**src/rtl/tagged_stream_router_if.sv**
```systemverilog
// rtl/tagged_stream_router_if.sv - tagged input stream and per-output streams of the router
interface tagged_stream_router_if #(
    parameter int nbits    = 32,
    parameter int noutputs = 3
);
    localparam int addr_nbits = $clog2(noutputs);

    logic                        istream_val;
    logic                        istream_rdy;
    logic [addr_nbits+nbits-1:0] istream_msg;
    logic [0:noutputs-1]         ostream_val;
    logic [0:noutputs-1]         ostream_rdy;
    logic [noutputs*nbits-1:0]   ostream_msg;

    modport master (
        output istream_val, istream_msg, ostream_rdy,
        input  istream_rdy, ostream_val, ostream_msg
    );

    modport slave (
        input  istream_val, istream_msg, ostream_rdy,
        output istream_rdy, ostream_val, ostream_msg
    );
endinterface

```
**src/rtl/tagged_stream_router.sv**
```systemverilog
// rtl/tagged_stream_router.sv - tag-steered demux with a 2-entry FIFO per output; ROUTER_BYPASS_EN adds same-cycle bypass
module tagged_stream_router #(
    parameter int nbits    = 32,
    parameter int noutputs = 3
) (
    input logic                   clk,
    input logic                   reset,
    tagged_stream_router_if.slave io
);
    localparam int addr_nbits = $clog2(noutputs);

    logic [addr_nbits-1:0] addr;
    logic [nbits-1:0]      data;
    logic                  in_rdy;

    logic [1:0]       count_q [noutputs];
    logic [1:0]       count_d [noutputs];
    logic             head_q  [noutputs];
    logic             head_d  [noutputs];
    logic             tail_q  [noutputs];
    logic             tail_d  [noutputs];
    logic [nbits-1:0] mem_q   [noutputs][2];

    logic [noutputs-1:0] hit;
    logic [noutputs-1:0] byp;
    logic [noutputs-1:0] enq;
    logic [noutputs-1:0] deq;

    assign addr = io.istream_msg[addr_nbits+nbits-1:nbits];
    assign data = io.istream_msg[nbits-1:0];
    assign io.istream_rdy = in_rdy;

    always_comb begin
        in_rdy         = 1'b1;
        hit            = '0;
        byp            = '0;
        enq            = '0;
        deq            = '0;
        count_d        = count_q;
        head_d         = head_q;
        tail_d         = tail_q;
        io.ostream_val = '0;
        io.ostream_msg = '0;

        // Out-of-range tags keep in_rdy=1 and match no output, so they are dropped.
        for (int i = 0; i < noutputs; i++) begin
            if (int'(addr) == i) in_rdy = (count_q[i] != 2'd2);
        end

        for (int i = 0; i < noutputs; i++) begin
            hit[i] = io.istream_val && in_rdy && (int'(addr) == i);
`ifdef ROUTER_BYPASS_EN
            byp[i] = hit[i] && (count_q[i] == 2'd0) && io.ostream_rdy[i];
`else
            byp[i] = 1'b0;
`endif
            enq[i] = hit[i] && !byp[i];
            deq[i] = (count_q[i] != 2'd0) && io.ostream_rdy[i];

            io.ostream_val[i] = (count_q[i] != 2'd0) || byp[i];
            if (count_q[i] != 2'd0)
                io.ostream_msg[(noutputs-1-i)*nbits +: nbits] = mem_q[i][head_q[i]];
            else if (byp[i])
                io.ostream_msg[(noutputs-1-i)*nbits +: nbits] = data;

            if (enq[i]) tail_d[i] = ~tail_q[i];
            if (deq[i]) head_d[i] = ~head_q[i];
            if (enq[i] && !deq[i])      count_d[i] = count_q[i] + 2'd1;
            else if (!enq[i] && deq[i]) count_d[i] = count_q[i] - 2'd1;
        end
    end

    always_ff @(posedge clk) begin
        if (!reset) begin
            for (int i = 0; i < noutputs; i++) begin
                count_q[i]  <= 2'd0;
                head_q[i]   <= 1'b0;
                tail_q[i]   <= 1'b0;
                mem_q[i][0] <= '0;
                mem_q[i][1] <= '0;
            end
        end else begin
            for (int i = 0; i < noutputs; i++) begin
                count_q[i] <= count_d[i];
                head_q[i]  <= head_d[i];
                tail_q[i]  <= tail_d[i];
                if (enq[i]) mem_q[i][tail_q[i]] <= data;
            end
        end
    end
endmodule

```
**src/flat_wrapper.sv**
```systemverilog
// flat-port wrapper written by rule: the top's interface ports become plain ports
module tagged_stream_router_flat 
#(
    parameter int nbits    = 32,
    parameter int noutputs = 3
)
  (clk, reset, io_istream_val, io_istream_msg, io_ostream_rdy, io_istream_rdy, io_ostream_val, io_ostream_msg);
  tagged_stream_router_if #(.nbits(nbits), .noutputs(noutputs)) io_i ();
  input logic clk;
  input logic reset;
  input wire logic [$bits(io_i.istream_val)-1:0] io_istream_val;
  input wire logic [$bits(io_i.istream_msg)-1:0] io_istream_msg;
  input wire logic [$bits(io_i.ostream_rdy)-1:0] io_ostream_rdy;
  output wire logic [$bits(io_i.istream_rdy)-1:0] io_istream_rdy;
  output wire logic [$bits(io_i.ostream_val)-1:0] io_ostream_val;
  output wire logic [$bits(io_i.ostream_msg)-1:0] io_ostream_msg;
  assign io_i.istream_val = io_istream_val;
  assign io_i.istream_msg = io_istream_msg;
  assign io_i.ostream_rdy = io_ostream_rdy;
  assign io_istream_rdy = io_i.istream_rdy;
  assign io_ostream_val = io_i.ostream_val;
  assign io_ostream_msg = io_i.ostream_msg;
  tagged_stream_router #(.nbits(nbits), .noutputs(noutputs)) u_core (.clk(clk), .reset(reset), .io(io_i));
endmodule
```
**config.mk**
```make
export PLATFORM = sky130hd
export DESIGN_NAME = tagged_stream_router_flat
export DESIGN_NICKNAME = d
export VERILOG_FILES = /design/src/rtl/tagged_stream_router_if.sv /design/src/rtl/tagged_stream_router.sv /design/src/flat_wrapper.sv
export SDC_FILE = /design/constraint.sdc
export NUM_CORES = 1
export LEC_CHECK = 0
export CORE_AREA = 2 2 137 139
export CTS_BUF_LIST = sky130_fd_sc_hd__clkbuf_4 sky130_fd_sc_hd__clkbuf_8
export DETAILED_ROUTE_END_ITERATION = 6
export DIE_AREA = 0 0 139 141
export GPL_ROUTABILITY_DRIVEN = 0
export HOLD_SLACK_MARGIN = 0.02
export PLACE_DENSITY = 0.89
export SYNTH_ARGS = -nofsm -noshare
export SYNTH_HDL_FRONTEND = slang
export SYNTH_SLANG_ARGS = --single-unit
```
**constraint.sdc**
```tcl
create_clock -name clk -period 3.5 [get_ports clk]
set_input_delay 0.525 -clock clk [delete_from_list [all_inputs] [get_ports clk]]
set_output_delay 0.525 -clock clk [all_outputs]
set_load 0.02 [all_outputs]
```
## Yosys cells after proc, flatten, opt, wreduce, memory -nomap -nowiden

Memories as Yosys holds them, arrays and structs flattened.
Index checks and enable logic that the tools add are counted.

- Bits in read-only memories: 0
- Input port bits: 40
- Register bits after elaboration: 12
- RAM bits: 192
- Memories kept: 1
- Bits in latches: 0

Memory list:

| memory | depth | width | rd ports | clocked after memory_dff | wr ports | RTL line | source |
|---|---|---|---|---|---|---|---|
| u_core.mem_q | 3 | 64 | 3 | 0 | 3 | tagged_stream_router.sv:22 | `logic [nbits-1:0] mem_q [noutputs][2];` |

- Bitwise gates (word level): 204
- Muxes and demuxes: 229
- Equal/unequal tests: 5
- $lt $le $gt $ge: 9
- Reduce and logical (&&, ||, !) cells: 29
- Div/mod/pow operators: 0
- Multipliers: 0
- $add $sub $neg: 6
- Shift-type cells: 0

Operator list:

| cell | number |
|---|---|
| 2-to-1 mux 32 bit | 15 |
| 2-to-1 mux 1 bit | 202 |
| 2-to-1 mux 64 bit | 3 |
| bitwise OR 1 bit | 192 |
| demux 32 bit (select 1 bit) | 3 |
| logical AND 1 bit | 16 |
| greater-or-equal comparator 2 bit, second input constant | 6 |
| 2-to-1 mux 2 bit | 6 |
| NOT 1 -> 2 bit | 6 |
| nonzero test 2 bit | 6 |
| adder 2 x 1 -> 2 bit, second input constant | 3 |
| zero test 1 bit | 6 |
| less-than comparator 2 x 1 -> 1 bit, second input constant | 3 |
| != test 2 bit, second input constant | 3 |
| NOT 1 bit | 6 |
| subtractor 2 x 1 -> 2 bit, second input constant | 3 |
| == test 2 bit, second input constant | 2 |
| zero test 2 bit | 1 |

## Logic depth before layout (Yosys ltp)

- Word-level depth: 10
- Gate-level depth with buffers: 9
- Gate-level depth less buffers: 7

## Worst setup path after synthesis

Ideal clock, no wire load.

- Path type: input to register
- From: input io_istream_msg[32]
- To: memory u_core.mem_q[0][128] (netlist bit) (enable)
- Slack: -0.216 ns
- Cell stages on the path: 3
- Arrival time: 3.250 ns
- Path buffers: 1
- Library setup time: 0.466 ns
- Cells stage by stage: clkbuf_1 > nand4b_1 > o21ai_0

RTL lines:

| element | RTL line | source |
|---|---|---|
| start: declaration | flat_wrapper.sv:12 | `input wire logic [$bits(io_i.istream_msg)-1:0] io_istream_msg;` |
| end: declaration | tagged_stream_router.sv:22 |  |

## Worst setup path in the final report

- From: register u_core.head_q[0] (netlist bit)
- To: output io_ostream_msg[25]

- Longest elaborated chain between the ends: 5

RTL lines:

| element | RTL line | source |
|---|---|---|
| start: declaration | tagged_stream_router.sv:18 | `logic head_q [noutputs];` |
| start signal: indexed assignment | tagged_stream_router.sv:85 | `head_q[i] <= head_d[i];` |
| NOT 1 -> 2 bit (not written as such) | tagged_stream_router.sv:62 | `io.ostream_msg[(noutputs-1-i)*nbits +: nbits] = mem_q[i][head_q[i]];` |
| 2-to-1 mux 32 bit (not written as such) (3 in a row) | tagged_stream_router.sv:62 |  |
| 2-to-1 mux 32 bit | tagged_stream_router.sv:61 | `if (count_q[i] != 2'd0)` |
| end: declaration | flat_wrapper.sv:16 | `output wire logic [$bits(io_i.ostream_msg)-1:0] io_ostream_msg;` |

Every way passes these cells. The select of a mux whose other input is x is not followed.

==> results.toml <==
[status]
status = "finished clean"

[route]
dr.first_iter.drc_count = 439
via_per_inst = 5.32
wl_um = 21100
drt_first_pass_iters = 5
drt-wirelength-per-cell_um = 18.4
ant_nets = 0
drc = 0
vias = 6101

[sta]
worstMarginPinSlew_ns = 0.575
layout_min_cycle_time_ns = 3.06
hold_viol = 0
drv_slew = 0
maxSlewHeadroom = 0.615
setup_viol = 0
timing.fmax_mhz = 327
rsz0062_at_grt = "false"
timing.setup.tns_ns = 0
fin_skew_ns = 0.0154
min_period_over_period = 0.874

[synthesis]
synth_cell_types = 27
syn_area_per_cell_um2 = 12.2
ys_ff_latch = 204
netlist.area_leader.share = 0.634
synth_area_um2 = 9100
yosysSeqAreaShare = 0.660
synth-adder-area-share = 0.00413
synth-xor-area-share = 0.00866
async_flop_share = 0
synth_simple_gate_area_frac = 0.178
synth_warnings = 0
muxShareOfSynthArea = 0.109
synthTopCellsByCount = "nor2_1, edfxtp_1, mux2i_1, and3_1, nand2b_1"
synth.top_cells.by_area = "edfxtp_1, mux2i_1, nor2_1"
synth_edf_count = 192
ys.flop_type = "edfxtp_1"
synth_nets = 787
synth_compound_area_frac = 0.0107
synth.most_common_cell = "nor2_1"
synth_top_family_by_area = "simple AND/OR/NAND/NOR gates"
yosysTopAreaCell = "edfxtp_1"
syn_inst = 744

[power]
combPwrFrac = 0.342
p_leak_nw = 4.26
switching_share = 0.334
internal_power_mw = 5.17
p_seq_frac = 0.392
pwr-share-clk = 0.266
p_switching_mw = 2.60
ir_drop_mv = 0.549
power_density_nw_per_um2 = 679
report.power.total_mw = 7.77

[layout]
area_growth_pct = 25.7
fill_cells = 1408
antenna_cells = 0
final_nets = 934
drive_gt1_frac = 0.0953

[flow_run]
max-cap-violations = 0

[die]
die_h_um = 141
design.die.area_um2 = 19600
io_pins = 140
fp.dieW_um = 139
rows = 50
initial_core_util = 0.498
coreArea_um2 = 18300

[global_route]
grt_pass1_wl_um = 32300
antenna_found_initial = 0
grt_pass1_vias = 6096
overflow = 0
track_usage = 0.211
grt_max_degree = 65

[clocking]
clkTransAtPathRegs_ns = 0.06
postCtsSetupRepairBufs = 0
insertion_delay_ns = 0.51
clk_path_buf_depth = 3
cts_resized = 0
cts_tree = "built"
cts_max_level = 2
hold_buffers = 0
cts_buffers = 34
root_buffer = "clkbuf_8"
cts.sinks = 204

[worst_setup_path]
cp_max_fo = 22
cp-end-kind = "output port"
cpMaxStageDelayCell = "clkdlybuf4s50_1"
worst_ep_arrival_time_ns = 2.54
startpoint_type = "flip-flop"
critPathKind = "flip-flop to output port"
slowest_delay_ns = 0.65
cp.required_ns = 2.97
crit_chain = "buf_4, mux2i_1, nor2_1, clkdlybuf4s50_1"

[placed_design]
dp_hpwl_um = 14200
portBuffers = 139

[worst_hold_path]
hp-class = "flip-flop to flip-flop"
[per-layer routing]
layer	global-route usage	part of all wire	vias to the layer above	wire [um]
li1	-	-	2899	-
met1	0.261	0.39	2925	8240
met2	0.377	0.52	244	11000
met3	0.0414	0.070	33	1490
met4	0.0686	0.022	0	471
met5	0	0	-	0
[cell families (layout without fill, tap and decap cells)]
group / count (synthesis) / count (layout)
compound gates: 18 / 18
simple gates: 352 / 352
flops: 204 / 204
buf+inv: 59 / 228
mux: 99 / 99
xor+xnor: 9 / 9
fa+ha+maj: 3 / 3
[sequential cells by signal, indices dropped and copies added, names as in the netlist]
register and count:
u_core.count_q 6, u_core.head_q 3, u_core.tail_q 3, u_core.mem_q 192
[path summary, 6_finish.rpt]
check	end	slack, ns	cells past startpoint	startpoint
max	io_ostream_msg[25]	0.44	4	u_core.head_q[0]
min	u_core.count_q[5]	0.55	2	u_core.count_q[5]
max reg2reg	u_core.mem_q[0][141]	1.41	4	u_core.count_q[0]
min reg2reg	u_core.count_q[5]	0.55	2	u_core.count_q[5]
[area by class of cell]
cell class,count,area (um^2),share of cell area
Sequential cell,204,6010,0.525
Timing Repair Buffer,162,1590,0.139
Clock inverter,10,71.3,0.00623
Tap cell,234,293,0.0256
Inverter,8,30.0,0.00262
Multi-Input combinational cell,481,2860,0.250
Clock buffer,48,592,0.0517
[power by group through the flow]
stage | logic, mW | registers (mW) | clock network [mW]
floorplan | 1.64 | 2.97 | 0
global placement | 2.63 | 3.09 | 0
detailed placement | 2.67 | 3.10 | 0
CTS | 2.68 | 3.05 | 2.08
global route | 2.83 | 3.07 | 2.19
finish | 2.66 | 3.05 | 2.07
[cells in the final DEF (no fill, tap or decap), types with 4 or more instances in the layout]
| master | Yosys | layout |
|---|---|---|
| dfxtp_1 | 12 | 9 |
| nor2_1 | 234 | 231 |
| clkinv_1 | 0 | 5 |
| clkbuf_4 | 0 | 11 |
| clkdlybuf4s50_1 | 0 | 139 |
| clkbuf_8 | 0 | 37 |
| edfxtp_1 | 192 | 192 |
| mux2i_1 | 98 | 98 |
| xor2_1 | 9 | 9 |
| o21ai_0 | 11 | 8 |
| nand2b_1 | 36 | 36 |
| buf_4 | 5 | 21 |
| and3_1 | 64 | 64 |
| a21oi_1 | 4 | 4 |
| inv_1 | 7 | 7 |
[per-stage QoR]
stage               instance area (um^2)  utilization  hold slack [ns]  cells  setup slack (ns)
global route                       11400        0.626            0.588   1147             0.370
floorplan                           9100            -            0.461    744            -0.216
CTS                                11400        0.626            0.537   1147             0.418
detailed placement                 10800        0.590            0.529   1089             0.798
finish                             11400        0.626            0.546   1147             0.440
global placement                   10800        0.590            0.505   1089             0.850
[critical path, delay by kind of cell, from the launching register on]
| family | cells | cell delay [ns] |
|---|---|---|
| and+or+nand+nor | 1 | 0.23 |
| buffers and inverters | 2 | 1.09 |
| DFF | 1 | 0.57 |
| muxes | 1 | 0.13 |
(Power assumes the default switching activity.)
==> patch 1, RTL diff (config.mk and constraints unchanged) <==
`noutputs` is set to 3 in 3 places; all go to 2.
--- a/src/rtl/tagged_stream_router_if.sv
+++ b/src/rtl/tagged_stream_router_if.sv
@@ -2,5 +2,5 @@
 interface tagged_stream_router_if #(
     parameter int nbits    = 32,
-    parameter int noutputs = 3
+    parameter int noutputs = 2
 );
     localparam int addr_nbits = $clog2(noutputs);
--- a/src/rtl/tagged_stream_router.sv
+++ b/src/rtl/tagged_stream_router.sv
@@ -2,5 +2,5 @@
 module tagged_stream_router #(
     parameter int nbits    = 32,
-    parameter int noutputs = 3
+    parameter int noutputs = 2
 ) (
     input logic                   clk,
--- a/src/flat_wrapper.sv
+++ b/src/flat_wrapper.sv
@@ -3,5 +3,5 @@
 #(
     parameter int nbits    = 32,
-    parameter int noutputs = 3
+    parameter int noutputs = 2
 )
   (clk, reset, io_istream_val, io_istream_msg, io_ostream_rdy, io_istream_rdy, io_ostream_val, io_ostream_msg);
Ports: changed (resized io_istream_msg, io_ostream_msg, io_ostream_rdy and io_ostream_val); port bits go from 140 to 105. The function was not compared with the original's and may differ.
==> patch 1 against the original RTL <==
  * Power decreased by 30%
  * Setup slack better by 0.15 ns
  * Die area unchanged
  * Routed wire length decreased by 36%
  * Synthesized cell count down 37%
  * First-iteration DRC count shrank 67%
  * Clock skew fell by 0.0041 ns
  * Clock power fell by 33%
  * Final area shrank 30%
  * Final cell count shrank 28%
  * Sequential cell count is 68 lower
  * Synthesized area shrank 32%
  * Sequential share of layout area is 2.6 points lower
  * Largest cell class unchanged
  * Largest power group unchanged
==> patch 1: results (changes against the original RTL) <==
outcome=finished, final reports clean; Total GRT Usage=0.144 (-0.0676); post-synthesis mux area share=0.105 (-0.00385); dpl ws=0.771 ns (-0.0273 ns); DP HPWL=8960 um (-37%); # nets final=617 (-34%); xor and xnor fraction of the mapped netlist area=0.00850 (-0.000167); switch share=0.331 (-0.00362); Syn Nets=506 (-36%); Synth Area in Adders=0.00405 (-0.0000793); met3 usage=0.0367 (-0.00476); CP max-delay cell=dfxtp_2; post-synthesis cell type count=26 (-3.7%); Seq/Total Area, Yosys=0.647 (-0.0127); Syn Inst Count=466 (-37%); final WL=13400 um (-36%); Worst Path Max Fanout=17 (-23%); Setup TNS Final=0 ns (unchanged); EDFF count, synth=128 (-33%); Max-slew headroom=0.419 (-0.196); clock buffer depth=2 (-1); max incr delay on CP=0.74 ns (+0.09 ns); maximum VDD drop=0.337 mV (-39%); Reg clk slew, reported paths=0.08 ns (+0.02 ns); Non-Filler Instances=824 (-28%); # H-tree levels=4 (+2); IO Port Bufs=104 (-25%); Starting DRT DRC Count=146 (-67%); fillers=1675 (+19%); top cells by count, synth=and2_1 (132), edfxtp_1 (128), nor2_1 (66); Critical Path AT=2.39 ns (-0.15 ns); clock buffer count from CTS=17 (-50%); Met2 Routed Length=6970 um (-36%); biggest regs=u_core.mem_q: 128 flops, u_core.count_q: 4 flops; layout cells sized above 1=0.100 (+0.00471); Area contributors post-synth=edfxtp_1 (62%), and2_1 (13%), mux2i_1 (11%); met1 global-route usage=0.170 (-0.0906); largest net degree at the start of global routing=34 (-48%); Synth Area in Compound Gates=0.0127 (+0.00202); DP Area=7600 um^2 (-29%); Via density=4.59 (-14%); Lkg Pwr=2.88 nW (-32%); M2 GR Usage=0.254 (-0.123); Met3 Wirelength=521 um (-65%); Pre-Repair DR Iteration Count=4 (-1); Worst Skew=0.0112 ns (-0.00412 ns); first-pass GRT wire length=21300 um (-34%); WL met1=5740 um (-30%)
-- patch 1: cell count changes in the layout (fill, tap and decap cells not counted), sizes merged, moves of 27 or more --
cell	before	now
nor2	234	66
clkdlybuf4s50	139	104
mux2i	98	65
clkbuf	48	21
and3	64	0
edfxtp	192	128
nand2b	36	1
and2	2	132
-- patch 1: power groups by stage --
| stage | clock network, W | registers [W] | logic, W |
|---|---|---|---|
| 5_1_grt | 0.00146 | 0.00217 | 0.00206 |
| 6_report | 0.00138 | 0.00214 | 0.00191 |
| 3_3_place_gp | 0 | 0.00217 | 0.00191 |
| 2_1_floorplan | 0 | 0.00207 | 0.00117 |
| 3_5_place_dp | 0 | 0.00218 | 0.00194 |
| 4_1_cts | 0.00141 | 0.00215 | 0.00195 |
-- patch 1: area by class of cell --
type,instances,area (um^2),area share
sequential,136,4010,0.499
multi-input combinational,297,2090,0.260
timing repair buffer,120,1200,0.149
tap,234,293,0.0365
clock buffer,21,264,0.0329
clock inverter,11,154,0.0192
inverter,5,18.8,0.00234
-- patch 1: path summary, 6_finish.rpt --
| path | start | endpoint | slack (ns) | depth (start not counted) |
|---|---|---|---|---|
| worst max-delay path | u_core.head_q[0] | io_ostream_msg[22] | 0.59 | 4 |
| worst min-delay path | u_core.tail_q[0] | u_core.tail_q[0] | 0.57 | 2 |
| worst max register to register | u_core.count_q[2] | u_core.mem_q[0][3] | 1.51 | 4 |
| worst min register to register | u_core.tail_q[0] | u_core.tail_q[0] | 0.57 | 2 |
-- patch 1: kinds of logic after synthesis --
| logic type | Yosys count |
|---|---|
| muxes | 65 |
| DFF | 136 |
| xor gates and xnor gates | 6 |
| AOI/OAI and AO/OA | 12 |
| and+or+nand+nor | 212 |
| adders and majority gates | 2 |
| buffers and inverters | 33 |
==> patch 2, RTL diff (same flow settings) <==
Made on the original files. Build with the macro `ROUTER_BYPASS_EN` defined.
--- a/src/rtl/tagged_stream_router.sv
+++ b/src/rtl/tagged_stream_router.sv
@@ -1,3 +1,5 @@
 // rtl/tagged_stream_router.sv - tag-steered demux with a 2-entry FIFO per output; ROUTER_BYPASS_EN adds same-cycle bypass
+`define ROUTER_BYPASS_EN
+
 module tagged_stream_router #(
     parameter int nbits    = 32,
Function: changed (a bounded check fails within 4 cycles, from zero or initial values and one cycle with reset low).
==> patch 2 against the original RTL <==
  * Synthesized area increased by 8.2%
  * Count of clock-buffer cells in the layout stayed put
  * Setup slack got worse by 0.32 ns
  * Sequential cell count is the same
  * Clock skew fell by 0.0041 ns
  * Routed wire length is 13% higher
  * Final area up 8.2%
  * First-iteration DRC count rose by 37%
  * Highest routed layer unchanged
Power is not compared: it rests on default switching activity, and its combinational part moved more than twofold at a synthesized area within 25%.
==> patch 2: results (changes against the original RTL) <==
worst hold path startpoint=u_core.tail_q[2]; Seq/Total Area, Yosys=0.610 (-0.0499); DP Area=11700 um^2 (+8.6%); Biggest Area Class=sequential cells; # H-tree levels=2 (unchanged); vias in the first global route=6699 (+9.9%); post-synthesis cell type count=39 (+44%); largest net degree at the start of global routing=34 (-48%); bufs w/o clock=166 (+2.5%); Worst Skew=0.0113 ns (-0.00409 ns); DP HPWL=15400 um (+8.6%); # nets final=914 (-2.1%); maximum VDD drop=0.374 mV; met1 global-route usage=0.312 (+0.0516); postcts setup bufs=0 (unchanged); Yosys reg bits=204 (unchanged); multi-input combinational cell count=464 (-3.5%); outcome=finished, final reports clean; Clock Latency Late Sink=0.51 ns (about the same); Clock Network Area Fraction=0.0546 (-0.00341); Inverters=3 (-5); Non-Filler Instances=1132 (-1.3%); clkbuf count=48 (unchanged); M2 GR Usage=0.417 (+0.0402); worst hold path type=reg -> reg; Worst Path Max Fanout=13 (-41%); first-pass GRT wire length=37000 um (+14%); Syn Nets=773 (-1.8%); Area contributors post-synth=edfxtp_1 (59%), and2_1 (12%), mux2i_1 (10%); Critical Path AT=2.85 ns (+0.31 ns); fraction of area in registers=0.485 (-0.0400); Total GRT Usage=0.243 (+0.0313); worst r2r src=u_core.count_q[2]; DIE AREA=19600 um^2 (unchanged); multi-input combinational area share=0.297 (+0.0472); fillers=1296 (-8.0%); met3 usage=0.0425 (+0.00102); Post-CTS Resized=0 (unchanged); Layout non-clock buf frac=0.139 (about the same); layout cells sized above 1=0.122 (+0.0272); Starting DRT DRC Count=601 (+37%); delay-heaviest family, CP=buffers and inverters; Via density=5.83 (+9.7%); routed length per placed instance=21.2 um (+15%); Worst-Margin Slew=0.945 ns (+0.370 ns); top cells by count, synth=and2_1 (192), edfxtp_1 (192), mux2i_1 (98); Setup crit start=io_istream_val; synthesized area per cell=13.4 um^2 (+10%)
==> patch 2: power groups by stage <==
| stage | Clock (W) | Combinational (W) | Sequential (W) |
|---|---|---|---|
| global placement | 0 | 0.00118 | 0.00293 |
| CTS | 0.00213 | 0.00121 | 0.00289 |
| detailed placement | 0 | 0.00120 | 0.00294 |
| finish | 0.00211 | 0.00120 | 0.00289 |
| global route | 0.00223 | 0.00127 | 0.00290 |
| floorplan | 0 | 0.000695 | 0.00287 |
==> patch 2: worst paths after layout <==
check | end | slack (ns) | cells after the start
setup reg to reg | u_core.mem_q[0][118] | 1.30 | 4
setup / recovery | io_ostream_msg[85] | 0.12 | 6
hold reg to reg | u_core.tail_q[2] | 0.61 | 2
hold / removal | u_core.tail_q[2] | 0.61 | 2
==> patch 2: kinds of logic after synthesis <==
logic type               share of synthesized area
multiplexers                                0.0997
buffers and inverters                       0.0283
AND/OR/NAND/NOR                              0.151
adder cells (fa/ha/maj)                    0.00127
AO/OA/AOI/OAI                                0.102
flip-flops                                   0.610
XOR/XNOR                                   0.00801
==> patch 2: routing by layer <==
| layer | routed length (um) | share of wire | vias to the layer above |
|---|---|---|---|
| li1 | - | - | 3019 |
| met1 | 10000 | 0.42 | 3262 |
| met2 | 11900 | 0.49 | 276 |
| met3 | 1510 | 0.063 | 46 |
| met4 | 566 | 0.024 | 0 |
| met5 | 0 | 0 | - |
==> patch 2: through the flow <==
step / util / power (W) / setup WS (ns)
detailed placement: 0.641 / 0.00414 / 0.143
CTS: 0.678 / 0.00623 / 0.136
finish: 0.678 / 0.00620 / 0.122
floorplan: - / 0.00356 / -0.386
global placement: 0.641 / 0.00411 / 0.208
global route: 0.678 / 0.00640 / 0.0106
